<file path="config.mk">
export PLATFORM = sky130hd
export DESIGN_NAME = svc_rv_mem_model_pipe
export DESIGN_NICKNAME = d
export VERILOG_FILES = /design/src/rtl/svc_rv_mem_model_pkg.sv /design/src/rtl/svc_rv_mem_model_pipe.sv
export SDC_FILE = /design/constraint.sdc
export NUM_CORES = 1
export LEC_CHECK = 0
export ABC_AREA = 1
export BUFFER_PORTS_ARGS = -buffer_cell sky130_fd_sc_hd__buf_2
export CAP_MARGIN = 20
export CORE_MARGIN = 3
export CORE_UTILIZATION = 44
export DETAILED_ROUTE_END_ITERATION = 8
export GPL_ROUTABILITY_DRIVEN = 0
export PLACE_DENSITY = 0.84
export SLEW_MARGIN = 20
export SYNTH_ARGS = -nofsm -noshare
export SYNTH_HDL_FRONTEND = slang
export SYNTH_SLANG_ARGS = --single-unit
export TNS_END_PERCENT = 30
</file>
<file path="constraint.sdc">
create_clock -name clock -period 1.15 [get_ports clock]
set_clock_uncertainty 0.15 [all_clocks]
set_input_delay 0.0575 -clock clock [delete_from_list [all_inputs] [get_ports clock]]
set_output_delay 0.0575 -clock clock [all_outputs]
set_load 0.005 [all_outputs]
</file>
<file path="src/rtl/svc_rv_mem_model_pkg.sv">
// Shared types and helpers for the svc_rv memory responder.
package svc_rv_mem_model_pkg;

  localparam int          MEM_XLEN = 32;
  localparam logic [31:0] NOP_INSN = 32'h00000013;

  typedef struct packed {
    logic                valid;
    logic [MEM_XLEN-1:0] data;
  } rd_stage_t;

  function automatic logic [MEM_XLEN-1:0] merge_wstrb(
    input logic [MEM_XLEN-1:0] old,
    input logic [MEM_XLEN-1:0] wdata,
    input logic [3:0]          wstrb
  );
    logic [MEM_XLEN-1:0] res;
    res = old;
    for (int i = 0; i < 4; i++)
      if (wstrb[i]) res[8*i +: 8] = wdata[8*i +: 8];
    return res;
  endfunction

endpackage

</file>
<file path="src/rtl/svc_rv_mem_model_pipe.sv">
// LATENCY-deep {valid,data} read shift register with advance enable; LATENCY=0 is a wire.
module svc_rv_mem_model_pipe
  import svc_rv_mem_model_pkg::*;
#(
  parameter int          LATENCY   = 1,
  parameter logic [31:0] INIT_WORD = NOP_INSN
) (
  input  logic      clock,
  input  logic      reset,
  input  logic      adv,
  input  rd_stage_t din,
  output rd_stage_t dout
);

  generate
    if (LATENCY == 0) begin : g_bypass
      logic unused_ctl;
      assign unused_ctl = ^{clock, reset, adv};
      assign dout = din;
    end else begin : g_pipe
      rd_stage_t stg [LATENCY];

      always_ff @(posedge clock or posedge reset) begin
        if (reset) begin
          for (int i = 0; i < LATENCY; i++)
            stg[i] <= '{valid: 1'b0, data: INIT_WORD};
        end else if (adv) begin
          stg[0] <= din;
          for (int i = 1; i < LATENCY; i++)
            stg[i] <= stg[i-1];
        end
      end

      assign dout = stg[LATENCY-1];
    end
  endgenerate

endmodule

</file>
### Word-level counts from Yosys, hierarchy flattened

Cells that the tools add are included.
Widths: inputs -> output; s select.

| word-level totals | value |
|---|---|
| word-level logic and storage cells | 2 |
| flip-flop bits (word level) | 33 |
| output and inout port bits | 33 |
| input port bits | 36 |

### Longest topological paths before layout

| logic depth | value |
|---|---|
| word-level depth | 0 |
| gate-level depth with buffers | 5 |
| gate-level depth less buffers | 3 |

### Worst setup path after synthesis

Ideal clock, no wire load.

| path | value |
|---|---|
| kind | reg-to-reg |
| start point | reg dout[0] (netlist name) |
| end point | reg g_pipe.stg (netlist bit dout[0]) |
| period minus slack after synthesis | 819 ps |
| cell stages (with the launch flop) | 3 |
| arrival time | 609 ps |
| path buffers | 0 |
| library setup time | 60 ps |
| data required time | 940 ps |
| path slack | 331 ps |
| cells stage by stage | dfstp_2 -> nand2_2 -> nand2_1 |

RTL lines:

| item | RTL line | RTL |
|---|---|---|
| to (signal, indexed assignment) | svc_rv_mem_model_pipe.sv:26 | `stg[i] <= '{valid: 1'b0, data: INIT_WORD};` |
| to (signal, indexed assignment) | svc_rv_mem_model_pipe.sv:30 | `stg[i] <= stg[i-1];` |
| to (decl) | svc_rv_mem_model_pipe.sv:21 | `rd_stage_t stg [LATENCY];` |

### Worst setup path in the final report

| path | value |
|---|---|
| start point | reg g_pipe.stg (netlist bit dout[4]) |
| end point | out dout[4] (netlist name) |

RTL lines:

| item | RTL line | RTL |
|---|---|---|
| to (decl) | svc_rv_mem_model_pipe.sv:12 | `output rd_stage_t dout` |

No word-level cell between the ends.

==> metrics.yaml <==
status:
  status: "finished with violations"
  violations: "setup timing"
grt:
  grt_pass1_vias: 1224
  antenna_found_initial: 0
  overflow: 0
  grt_usage: 0.212
  grt_max_degree: 34
  grt_pass1_wl_mm: 5.51
critical_path:
  r2r-start: "dout[0]"
  cp-endpoint: "dout[4]"
  rr_worst_depth: 4
  reg2reg_to: "dout[0]"
  cp_data_required_time_ps: 940
  crit_path_end_kind: "output port"
  path_cells: "buf_6"
  cp_top_family: "flip-flops"
  slowest_stage: "dfstp_2"
  path_buf_inv: 1
  path_depth: 1
  crit_path_max_incr_delay_ps: 560
  r2r_slack_ps: 120
  start_kind: "register"
  crit_type: "reg2out"
  crit_fanout: 2
  cp.arrival_ps: 960
  startpoint: "dout[4]"
synth:
  seq_area_frac_synth: 0.632
  synthesis.instances: 141
  avgSynthCellArea_um2: 9.31
  synth_top_cell_by_area: "dfrtp_1"
  synth_top_cell_area_share: 0.572
  yosysWarnings: 0
  syn_nets: 177
  yosys.cell_types.count: 9
  synth_seq_cells: 33
  netlist_area_um2: 1310
  synthTopCellsByArea: "dfrtp_1, nand2_1, dfstp_2, nand2_2, buf_6"
detailed_routing:
  drc: 0
  vias: 1299
  detail-route-antenna-nets: 0
  routed_wl_mm: 3.58
  avgViaCountPerCell: 4.62
  first_iter_violations: 44
  dr.pass1.iters: 4
  wl_per_cell_um: 12.7
die:
  die_w_um: 60.6
  std_cell_rows: 19
  io-pin-count: 69
  die-area_um2: 3670
  die_h_um: 60.6
  design.core.area_um2: 2810
  start_util: 0.468
worst_hold_path:
  hp-class: "in2async"
placement:
  portBuffers: 68
  detailed_place_hpwl_mm: 1.89
  dp_slack_ps: 302
timing:
  setup-tns-final_ps: -35.6
  fin_crit_ps: 1170
  max_freq_mhz: 857
  finalSetupViolations: 3
  slew_headroom: 0.856
  post-route-period-util: 1.01
  grt_setup_unrepaired: "yes"
  fin_ws_ps: -17.0
  hold-worst-slack_ps: 186
  worst_slew_pin_slew_ps: 215
  finalMaxSlewViolations: 0
  hold_violations: 0
power_and_ir_drop:
  vdd.ir_drop.worst_uv: 912
  p_per_area_nw_per_um2: 1160
  p_leak_nw: 1.20
finish:
  nets: 286
  largest_reg_flops: 33
  final_util: 0.752
  area_delta_synth_final_pct: 60.6
  most-common-layout-cells: "nand2_1, buf_2, dlygate4sd3_1"
  layout_commonest_cell: "nand2_1"
  drive_gt1_frac: 0.376
  diodes: 0
clock_tree:
  clkSinkCount: 33
  htree_levels: 2
  cts_max_path_buffers: 2
  cts.clk_slew.worst_paths_ps: 90
  clk_latency_ps: 320
  cts_root_buf: "clkbuf_4"
  cts_buffers: 5
  tritoncts: "done"
flow_run:
  cap_viol_max_count: 0
[tightest hold or removal path, delay by kind of cell]
family	cells	cell delay (ps)
buffers and inverters	4	950
[how the worst min path moves through the flow]
stage                    end  depth (start not counted)
floorplan            dout[0]                          2
global placement     dout[9]                          3
detailed placement  dout[25]                          3
CTS                 dout[30]                          4
global route        dout[30]                          4
finish              dout[11]                          4
[logic make-up (layout without fill, tap and decap cells)]
logic type / Yosys count / in the layout / share of synthesized area
buf+inv: 9 / 118 / 0.0658
flops: 33 / 33 / 0.632
simple gates: 99 / 99 / 0.302
[timing repair]
| item | 4_1_cts | 5_1_grt |
|---|---|---|
| pin swaps | 0 | 0 |
| gates resized for setup | 0 | 2 |
| hold endpoints to repair | 66 | 0 |
| buffers inserted | 3 | 1 |
| hold buffers | 35 | 0 |
| cloned | 0 | 0 |
| endpoints found under the setup margin | 3 | 3 |
[layer usage]
layer / up-vias / part of all wire / track usage
met5: - / 0 / 0
met4: 0 / 0.023 / 0.0743
met3: 11 / 0.074 / 0.0809
met2: 55 / 0.50 / 0.382
met1: 598 / 0.40 / 0.225
li1: 635 / - / -
[power breakdown]
part / switching (mW) / total, mW / internal, mW
Clock: 0.344 / 0.632 / 0.288
Combinational: 0.213 / 0.486 / 0.273
Sequential: 0.0614 / 1.33 / 1.27
Total: 0.618 / 2.45 / 1.83
[Yosys cell counts]
library cell / instances
buf_4: 3
buf_6: 3
buf_8: 1
dfrtp_1: 30
dfstp_2: 3
inv_1: 1
inv_8: 1
nand2_1: 89
nand2_2: 10
[per-stage QoR]
| step | std cells | power (mW) | instance area (um2) |
|---|---|---|---|
| after global routing | 281 | 2.60 | 2110 |
| after global placement | 235 | 1.70 | 1660 |
| after CTS | 280 | 2.44 | 2090 |
| after detailed placement | 235 | 1.71 | 1660 |
| final | 281 | 2.45 | 2110 |
| after floorplan | 141 | 1.52 | 1310 |
[area by class of cell]
type | count | area [um2]
multi-input cells | 99 | 397
well taps | 31 | 38.8
inverters | 2 | 15.0
fillers | 192 | 697
clock buffers | 7 | 55.1
flip-flops and latches | 33 | 830
repair buffers | 109 | 773
(Power assumes the default switching activity.)
